### config.mk
export PLATFORM = sky130hd
export DESIGN_NAME = alu_issue_queue_flat
export DESIGN_NICKNAME = d
export VERILOG_FILES = /design/src/rtl/alu_issue_queue_if.sv /design/src/rtl/alu_issue_queue.sv /design/src/flat_wrapper.sv
export SDC_FILE = /design/constraint.sdc
export NUM_CORES = 1
export LEC_CHECK = 0
export ABC_CLOCK_PERIOD_IN_PS = 12320
export BUFFER_PORTS_ARGS = -buffer_cell sky130_fd_sc_hd__buf_2
export CORE_ASPECT_RATIO = 1.4
export CORE_MARGIN = 4
export CORE_UTILIZATION = 35
export CTS_CLUSTER_DIAMETER = 150
export DETAILED_ROUTE_END_ITERATION = 16
export PLACE_DENSITY_LB_ADDON = 0.08
export REMOVE_ABC_BUFFERS = 1
export SLEW_MARGIN = 20
export SYNTH_ARGS = -nofsm -noshare
export SYNTH_HDL_FRONTEND = slang
export SYNTH_SLANG_ARGS = --single-unit
### constraint.sdc
create_clock -name clock -period 12.32 [get_ports clock]
set_input_delay 3.08 -clock clock [delete_from_list [all_inputs] [get_ports clock]]
set_output_delay 3.08 -clock clock [all_outputs]
set_load 0.005 [all_outputs]
### src/rtl/alu_issue_queue_if.sv
// Bundle between decode, register file, writeback and the ALU issue queue.
// master is the surrounding pipeline; slave is the queue itself.
interface alu_issue_queue_if;
    logic        dis_valid;
    logic        dis_ready;
    logic [3:0]  dis_aluop;
    logic [4:0]  dis_rs1;
    logic [4:0]  dis_rs2;
    logic [4:0]  dis_rd;
    logic [31:0] dis_imm;
    logic        dis_use_imm;
    logic        dis_wen;

    logic [4:0]  rf_rs1;
    logic [4:0]  rf_rs2;
    logic [31:0] rf_data1;
    logic [31:0] rf_data2;

    logic        wb_valid;
    logic [4:0]  wb_rd;

    logic        iss_a0_stall;
    logic        iss_a0_valid;
    logic [31:0] iss_a0_rega;
    logic [31:0] iss_a0_regb;
    logic [3:0]  iss_a0_aluop;
    logic [4:0]  iss_a0_rd;
    logic        iss_a0_wen;

    modport master (
        output dis_valid, dis_aluop, dis_rs1, dis_rs2, dis_rd,
        output dis_imm, dis_use_imm, dis_wen,
        input  dis_ready,
        input  rf_rs1, rf_rs2,
        output rf_data1, rf_data2,
        output wb_valid, wb_rd,
        output iss_a0_stall,
        input  iss_a0_valid, iss_a0_rega, iss_a0_regb,
        input  iss_a0_aluop, iss_a0_rd, iss_a0_wen
    );

    modport slave (
        input  dis_valid, dis_aluop, dis_rs1, dis_rs2, dis_rd,
        input  dis_imm, dis_use_imm, dis_wen,
        output dis_ready,
        output rf_rs1, rf_rs2,
        input  rf_data1, rf_data2,
        input  wb_valid, wb_rd,
        input  iss_a0_stall,
        output iss_a0_valid, iss_a0_rega, iss_a0_regb,
        output iss_a0_aluop, iss_a0_rd, iss_a0_wen
    );
endinterface

### src/rtl/alu_issue_queue.sv
// Four-entry in-order ALU issue queue with a register busy scoreboard
// and a single registered issue slot feeding ALU 0.
module alu_issue_queue (
    input  logic              clock,
    input  logic              reset,
    alu_issue_queue_if.slave  bus
);

    typedef struct packed {
        logic [3:0]  aluop;
        logic [4:0]  rs1;
        logic [4:0]  rs2;
        logic [4:0]  rd;
        logic [31:0] imm;
        logic        use_imm;
        logic        wen;
    } entry_t;

    typedef struct packed {
        logic        valid;
        logic [31:0] rega;
        logic [31:0] regb;
        logic [3:0]  aluop;
        logic [4:0]  rd;
        logic        wen;
    } iss_t;

    entry_t      mem_q [4];
    entry_t      mem_d [4];
    logic [1:0]  head_q, head_d;
    logic [1:0]  tail_q, tail_d;
    logic [2:0]  count_q, count_d;
    logic [31:0] busy_q, busy_d;
    iss_t        iss_q, iss_d;

    entry_t      head;
    entry_t      dis_entry;
    logic        dis_ready;
    logic        dis_fire;
    logic        src_ok;
    logic        iss_fire;

    // Ready looks only at the registered count, never at a same-cycle issue.
    assign dis_ready     = reset && (count_q < 3'd4);
    assign bus.dis_ready = dis_ready;

    always_comb begin
        head     = mem_q[head_q];
        dis_fire = bus.dis_valid && dis_ready;
        src_ok   = !busy_q[head.rs1] &&
                   (head.use_imm || !busy_q[head.rs2]);
        iss_fire = (count_q != 3'd0) && !bus.iss_a0_stall && src_ok;

        dis_entry.aluop   = bus.dis_aluop;
        dis_entry.rs1     = bus.dis_rs1;
        dis_entry.rs2     = bus.dis_rs2;
        dis_entry.rd      = bus.dis_rd;
        dis_entry.imm     = bus.dis_imm;
        dis_entry.use_imm = bus.dis_use_imm;
        dis_entry.wen     = bus.dis_wen;
    end

    always_comb begin
        mem_d   = mem_q;
        head_d  = head_q;
        tail_d  = tail_q;
        count_d = count_q + {2'b00, dis_fire} - {2'b00, iss_fire};

        if (dis_fire) begin
            mem_d[tail_q] = dis_entry;
            tail_d        = tail_q + 2'd1;
        end
        if (iss_fire) begin
            head_d = head_q + 2'd1;
        end
    end

    // Clear first so an issue-time set of the same rd wins.
    always_comb begin
        busy_d = busy_q;
        if (bus.wb_valid) begin
            busy_d[bus.wb_rd] = 1'b0;
        end
        if (iss_fire && head.wen && (head.rd != 5'd0)) begin
            busy_d[head.rd] = 1'b1;
        end
        busy_d[0] = 1'b0;
    end

    always_comb begin
        iss_d = iss_q;
        if (iss_fire) begin
            iss_d.valid = 1'b1;
            iss_d.rega  = bus.rf_data1;
            iss_d.regb  = head.use_imm ? head.imm : bus.rf_data2;
            iss_d.aluop = head.aluop;
            iss_d.rd    = head.rd;
            iss_d.wen   = head.wen;
        end else if (!bus.iss_a0_stall) begin
            iss_d.valid = 1'b0;
        end
    end

    always_ff @(posedge clock) begin
        if (!reset) begin
            for (int i = 0; i < 4; i++) begin
                mem_q[i] <= '0;
            end
            head_q  <= 2'd0;
            tail_q  <= 2'd0;
            count_q <= 3'd0;
            busy_q  <= '0;
            iss_q   <= '0;
        end else begin
            for (int i = 0; i < 4; i++) begin
                mem_q[i] <= mem_d[i];
            end
            head_q  <= head_d;
            tail_q  <= tail_d;
            count_q <= count_d;
            busy_q  <= busy_d;
            iss_q   <= iss_d;
        end
    end

    assign bus.rf_rs1       = head.rs1;
    assign bus.rf_rs2       = head.rs2;
    assign bus.iss_a0_valid = iss_q.valid;
    assign bus.iss_a0_rega  = iss_q.rega;
    assign bus.iss_a0_regb  = iss_q.regb;
    assign bus.iss_a0_aluop = iss_q.aluop;
    assign bus.iss_a0_rd    = iss_q.rd;
    assign bus.iss_a0_wen   = iss_q.wen;

endmodule

### src/flat_wrapper.sv
// flat-port wrapper written by rule: the top's interface ports become plain ports
module alu_issue_queue_flat 
  (clock, reset, bus_dis_valid, bus_dis_aluop, bus_dis_rs1, bus_dis_rs2, bus_dis_rd, bus_dis_imm, bus_dis_use_imm, bus_dis_wen, bus_dis_ready, bus_rf_rs1, bus_rf_rs2, bus_rf_data1, bus_rf_data2, bus_wb_valid, bus_wb_rd, bus_iss_a0_stall, bus_iss_a0_valid, bus_iss_a0_rega, bus_iss_a0_regb, bus_iss_a0_aluop, bus_iss_a0_rd, bus_iss_a0_wen);
  alu_issue_queue_if bus_i ();
  input  logic clock;
  input  logic reset;
  input wire logic [$bits(bus_i.dis_valid)-1:0] bus_dis_valid;
  input wire logic [$bits(bus_i.dis_aluop)-1:0] bus_dis_aluop;
  input wire logic [$bits(bus_i.dis_rs1)-1:0] bus_dis_rs1;
  input wire logic [$bits(bus_i.dis_rs2)-1:0] bus_dis_rs2;
  input wire logic [$bits(bus_i.dis_rd)-1:0] bus_dis_rd;
  input wire logic [$bits(bus_i.dis_imm)-1:0] bus_dis_imm;
  input wire logic [$bits(bus_i.dis_use_imm)-1:0] bus_dis_use_imm;
  input wire logic [$bits(bus_i.dis_wen)-1:0] bus_dis_wen;
  output wire logic [$bits(bus_i.dis_ready)-1:0] bus_dis_ready;
  output wire logic [$bits(bus_i.rf_rs1)-1:0] bus_rf_rs1;
  output wire logic [$bits(bus_i.rf_rs2)-1:0] bus_rf_rs2;
  input wire logic [$bits(bus_i.rf_data1)-1:0] bus_rf_data1;
  input wire logic [$bits(bus_i.rf_data2)-1:0] bus_rf_data2;
  input wire logic [$bits(bus_i.wb_valid)-1:0] bus_wb_valid;
  input wire logic [$bits(bus_i.wb_rd)-1:0] bus_wb_rd;
  input wire logic [$bits(bus_i.iss_a0_stall)-1:0] bus_iss_a0_stall;
  output wire logic [$bits(bus_i.iss_a0_valid)-1:0] bus_iss_a0_valid;
  output wire logic [$bits(bus_i.iss_a0_rega)-1:0] bus_iss_a0_rega;
  output wire logic [$bits(bus_i.iss_a0_regb)-1:0] bus_iss_a0_regb;
  output wire logic [$bits(bus_i.iss_a0_aluop)-1:0] bus_iss_a0_aluop;
  output wire logic [$bits(bus_i.iss_a0_rd)-1:0] bus_iss_a0_rd;
  output wire logic [$bits(bus_i.iss_a0_wen)-1:0] bus_iss_a0_wen;
  assign bus_i.dis_valid = bus_dis_valid;
  assign bus_i.dis_aluop = bus_dis_aluop;
  assign bus_i.dis_rs1 = bus_dis_rs1;
  assign bus_i.dis_rs2 = bus_dis_rs2;
  assign bus_i.dis_rd = bus_dis_rd;
  assign bus_i.dis_imm = bus_dis_imm;
  assign bus_i.dis_use_imm = bus_dis_use_imm;
  assign bus_i.dis_wen = bus_dis_wen;
  assign bus_dis_ready = bus_i.dis_ready;
  assign bus_rf_rs1 = bus_i.rf_rs1;
  assign bus_rf_rs2 = bus_i.rf_rs2;
  assign bus_i.rf_data1 = bus_rf_data1;
  assign bus_i.rf_data2 = bus_rf_data2;
  assign bus_i.wb_valid = bus_wb_valid;
  assign bus_i.wb_rd = bus_wb_rd;
  assign bus_i.iss_a0_stall = bus_iss_a0_stall;
  assign bus_iss_a0_valid = bus_i.iss_a0_valid;
  assign bus_iss_a0_rega = bus_i.iss_a0_rega;
  assign bus_iss_a0_regb = bus_i.iss_a0_regb;
  assign bus_iss_a0_aluop = bus_i.iss_a0_aluop;
  assign bus_iss_a0_rd = bus_i.iss_a0_rd;
  assign bus_iss_a0_wen = bus_i.iss_a0_wen;
  alu_issue_queue u_core (.clock(clock), .reset(reset), .bus(bus_i));
endmodule
==> results_dict.tcl <==
set metrics [dict create \
    postRouteAntennaNets 0 \
    htree_levels 2 \
    timing.setup.tns_ns 0 \
    end_kind "output port" \
    yosysWarningCount 0 \
    cts.path.max_buffers 3 \
    dp_hpwl_um 26820 \
    power_switching_uw 839.3 \
    worst_pin_slew_ns 1.089 \
    drtIter0Drc 647 \
    drive_above_1_share_pct 21.13 \
    maxSlewHeadroom_pct 27.31 \
    grt_start_max_net_pins 105 \
    critPathMaxFanout 100 \
    status "finished, final reports clean" \
    wl_per_cell_um 19.72 \
    core_area_mm2 0.04129 \
    cts_tree "built" \
    netlist_instances 1590 \
    comb_power_share_pct 19.6 \
    timing.rr.end "u_core.count_q[2]" \
    postSynth.asyncResetShare_pct 0 \
    maxSlewViolCount 0 \
    dpl_cell_area_mm2 0.01592 \
    synthFlopType "dfxtp_1" \
    die_y_um 250.2 \
    routed_wl_um 45030 \
    p_seq_share_pct 42.4 \
    ctsRootBufferMaster "clkbuf_16" \
    p_clk_share_pct 38.0 \
    hold_class "flop to flop" \
    p_per_area_mw_per_mm2 168.6 \
    die_x_um 181.0 \
    port_buffers 212 \
    clk_pin_slew_ns 0.05 \
    leakagePower_nw 6.413 \
    hold_buffers 0 \
    synth_top_cell_by_area "dfxtp_1" \
    rows 88 \
    firstDrtPassIters 5 \
    place_congestion 0.7744 \
    rsz0062_at_grt "false" \
    worst_setup_path_start_kind "primary input" \
    synth_area_per_cell_um2 9.226 \
    num_vias 11680 \
    fmax_mhz 138.3 \
    crit_end "bus_dis_ready" \
    arrival_ns 4.15 \
    routed_via_density 5.116 \
    worstSetupPathType "primary input to output port" \
    grt_pass1_wl_um 69600 \
    yosys.area.top_type_share_pct 44.35 \
    post_cts_buffers 0 \
    grt_pass1_vias 11730 \
    fin_crit_ns 7.229 \
    drc 0 \
    min_from "u_core.bus.iss_a0_rega[21]" \
    ys_ff_latch 325 \
    synth_area_leaders "dfxtp_1 (44%), nand2_1 (14%), a21boi_0 (11%)" \
    fin_util_pct 41.51 \
    clock_latency_ns 0.53 \
    gr-total-overflow 0 \
    required_ns 9.24 \
    r2r-start "u_core.head_q[0]" \
    p_sw_share_pct 29.05 \
    fin_worst_skew_ns 0.01438 \
    design.die.area_mm2 0.04530 \
    peakVddDrop_v 0.0001138 \
    fin_crit_sh_pct 58.68 \
    syn_area_mm2 0.01467 \
    cts-resized-gates 0 \
    setup_violations 0 \
    ios 213 \
    grt_usage_pct 19.30 \
    finalHoldViolations 0 \
    worstSetupStartpoint "reset" \
    p_int_mw 2.050 \
    cts_sinks 325 \
    yosysSeqAreaShare_pct 44.35 \
    rr_worst_depth 16 \
    area_growth_pct 16.85 \
    grt_antenna_before_repair 9 \
    final_nets 1847 \
    synth_edf_count 0 \
    rrSetupSlack_ns 5.78 \
    cts_buffers 36 \
    fin_area_mm2 0.01714 \
    start_util_pct 35.53 \
    synth.distinct_cells 44 \
    maxCapViolCount 0 \
]
[worst min-delay path by stage]
| stage | slack, ns | endpoint | depth (start not counted) |
|---|---|---|---|
| after floorplan | 0.44 | u_core.mem_q[100] | 2 |
| after global placement | 0.44 | u_core.bus.iss_a0_rega[21] | 2 |
| after detailed placement | 0.44 | u_core.bus.iss_a0_rega[21] | 2 |
| after CTS | 0.46 | u_core.bus.iss_a0_rega[2] | 2 |
| after global routing | 0.47 | u_core.bus.iss_a0_rega[16] | 2 |
| final | 0.45 | u_core.bus.iss_a0_rega[21] | 2 |
[kinds of logic (layout without fill, tap and decap cells)]
family / Yosys count / count (layout) / share of synthesized area [%]
AND/OR/NAND/NOR: 619 / 619 / 17.39
multiplexers: 163 / 163 / 15.79
AO/OA/AOI/OAI: 324 / 324 / 17.16
buffers and inverters: 149 / 296 / 4.478
flip-flops: 325 / 325 / 44.35
other: 0 / 6 / 0
adder cells (fa/ha/maj): 7 / 7 / 0.6482
XOR/XNOR: 3 / 3 / 0.1792
[flip-flops by register name (all words and copies together), names as in the netlist]
name,flops
u_core.bus.iss_a0_wen,1
u_core.count_q,3
u_core.busy_q,31
u_core.bus.iss_a0_valid,1
u_core.bus.iss_a0_aluop,4
u_core.bus.iss_a0_regb,32
u_core.tail_q,2
u_core.mem_q,212
u_core.head_q,2
u_core.bus.iss_a0_rega,32
u_core.bus.iss_a0_rd,5
[power by group through the flow]
stage,sequential (mW),clock (mW),combinational [mW]
detailed placement,1.25,0,0.579
global placement,1.25,0,0.572
finish,1.23,1.10,0.565
global route,1.24,1.18,0.624
floorplan,1.24,0,0.327
CTS,1.23,1.13,0.580
[worst max-delay path: stages]
cell and delay, ns:
buf_8 0.41, nor2b_1 0.39, buf_2 0.21
[cells in the final DEF (no fill, tap or decap), types with 7 or more instances in the layout]
cell type / instances
nand2_1: 526
dfxtp_1: 323
a21boi_0: 213
buf_2: 211
mux2i_1: 102
mux4_2: 54
clkbuf_16: 37
nand4_1: 35
o31ai_1: 32
o211ai_1: 32
o211a_1: 32
buf_4: 15
nor2b_1: 11
clkbuf_8: 11
mux2_2: 7
and2_1: 7
[cell type report]
cell class | instances | area [um2]
diodes | 6 | 15.01
clock buffers | 52 | 1092
clock inverters | 10 | 110.1
fillers | 4207 | 24150
inverters | 7 | 27.53
multi-input cells | 1116 | 7522
flip-flops and latches | 325 | 6514
well taps | 540 | 675.6
repair buffers | 227 | 1184
[metrics by stage]
step	setup slack [ns]	instances	hold slack, ns	power (mW)
final	5.091	2283	0.4521	2.889
after floorplan	4.514	1448	0.4402	1.570
after CTS	5.080	2277	0.4563	2.943
after detailed placement	5.080	2215	0.4446	1.830
after global placement	5.104	2215	0.4388	1.822
after global routing	4.987	2279	0.4744	3.040
[layer usage]
layer  vias to the layer above  routed length [um]  GRT usage, %
met5                         -                  34             0
met1                      5618               18800         23.36
met3                        51                2331         3.908
met4                         6                 771         4.784
met2                       248               23090         35.04
li1                       5756                   -             -
[cell usage after synthesis (all sizes together) (2+ instances only)]
cell type,count
o211ai,32
mux2,7
buf,34
or3b,3
or2,2
a221oi,3
nand3b,6
ha,6
xnor2,3
and3,4
and2,7
mux2i,102
o31ai,32
a21boi,213
nand2,531
o21ai,2
dfxtp,325
a22oi,5
nand4,35
nor2,6
o211a,32
mux4,54
nor2b,11
o2111ai,2
nand3,4
inv,7
nand2b,6
clkbuf,108
Power figures use the tool's default switching activity.
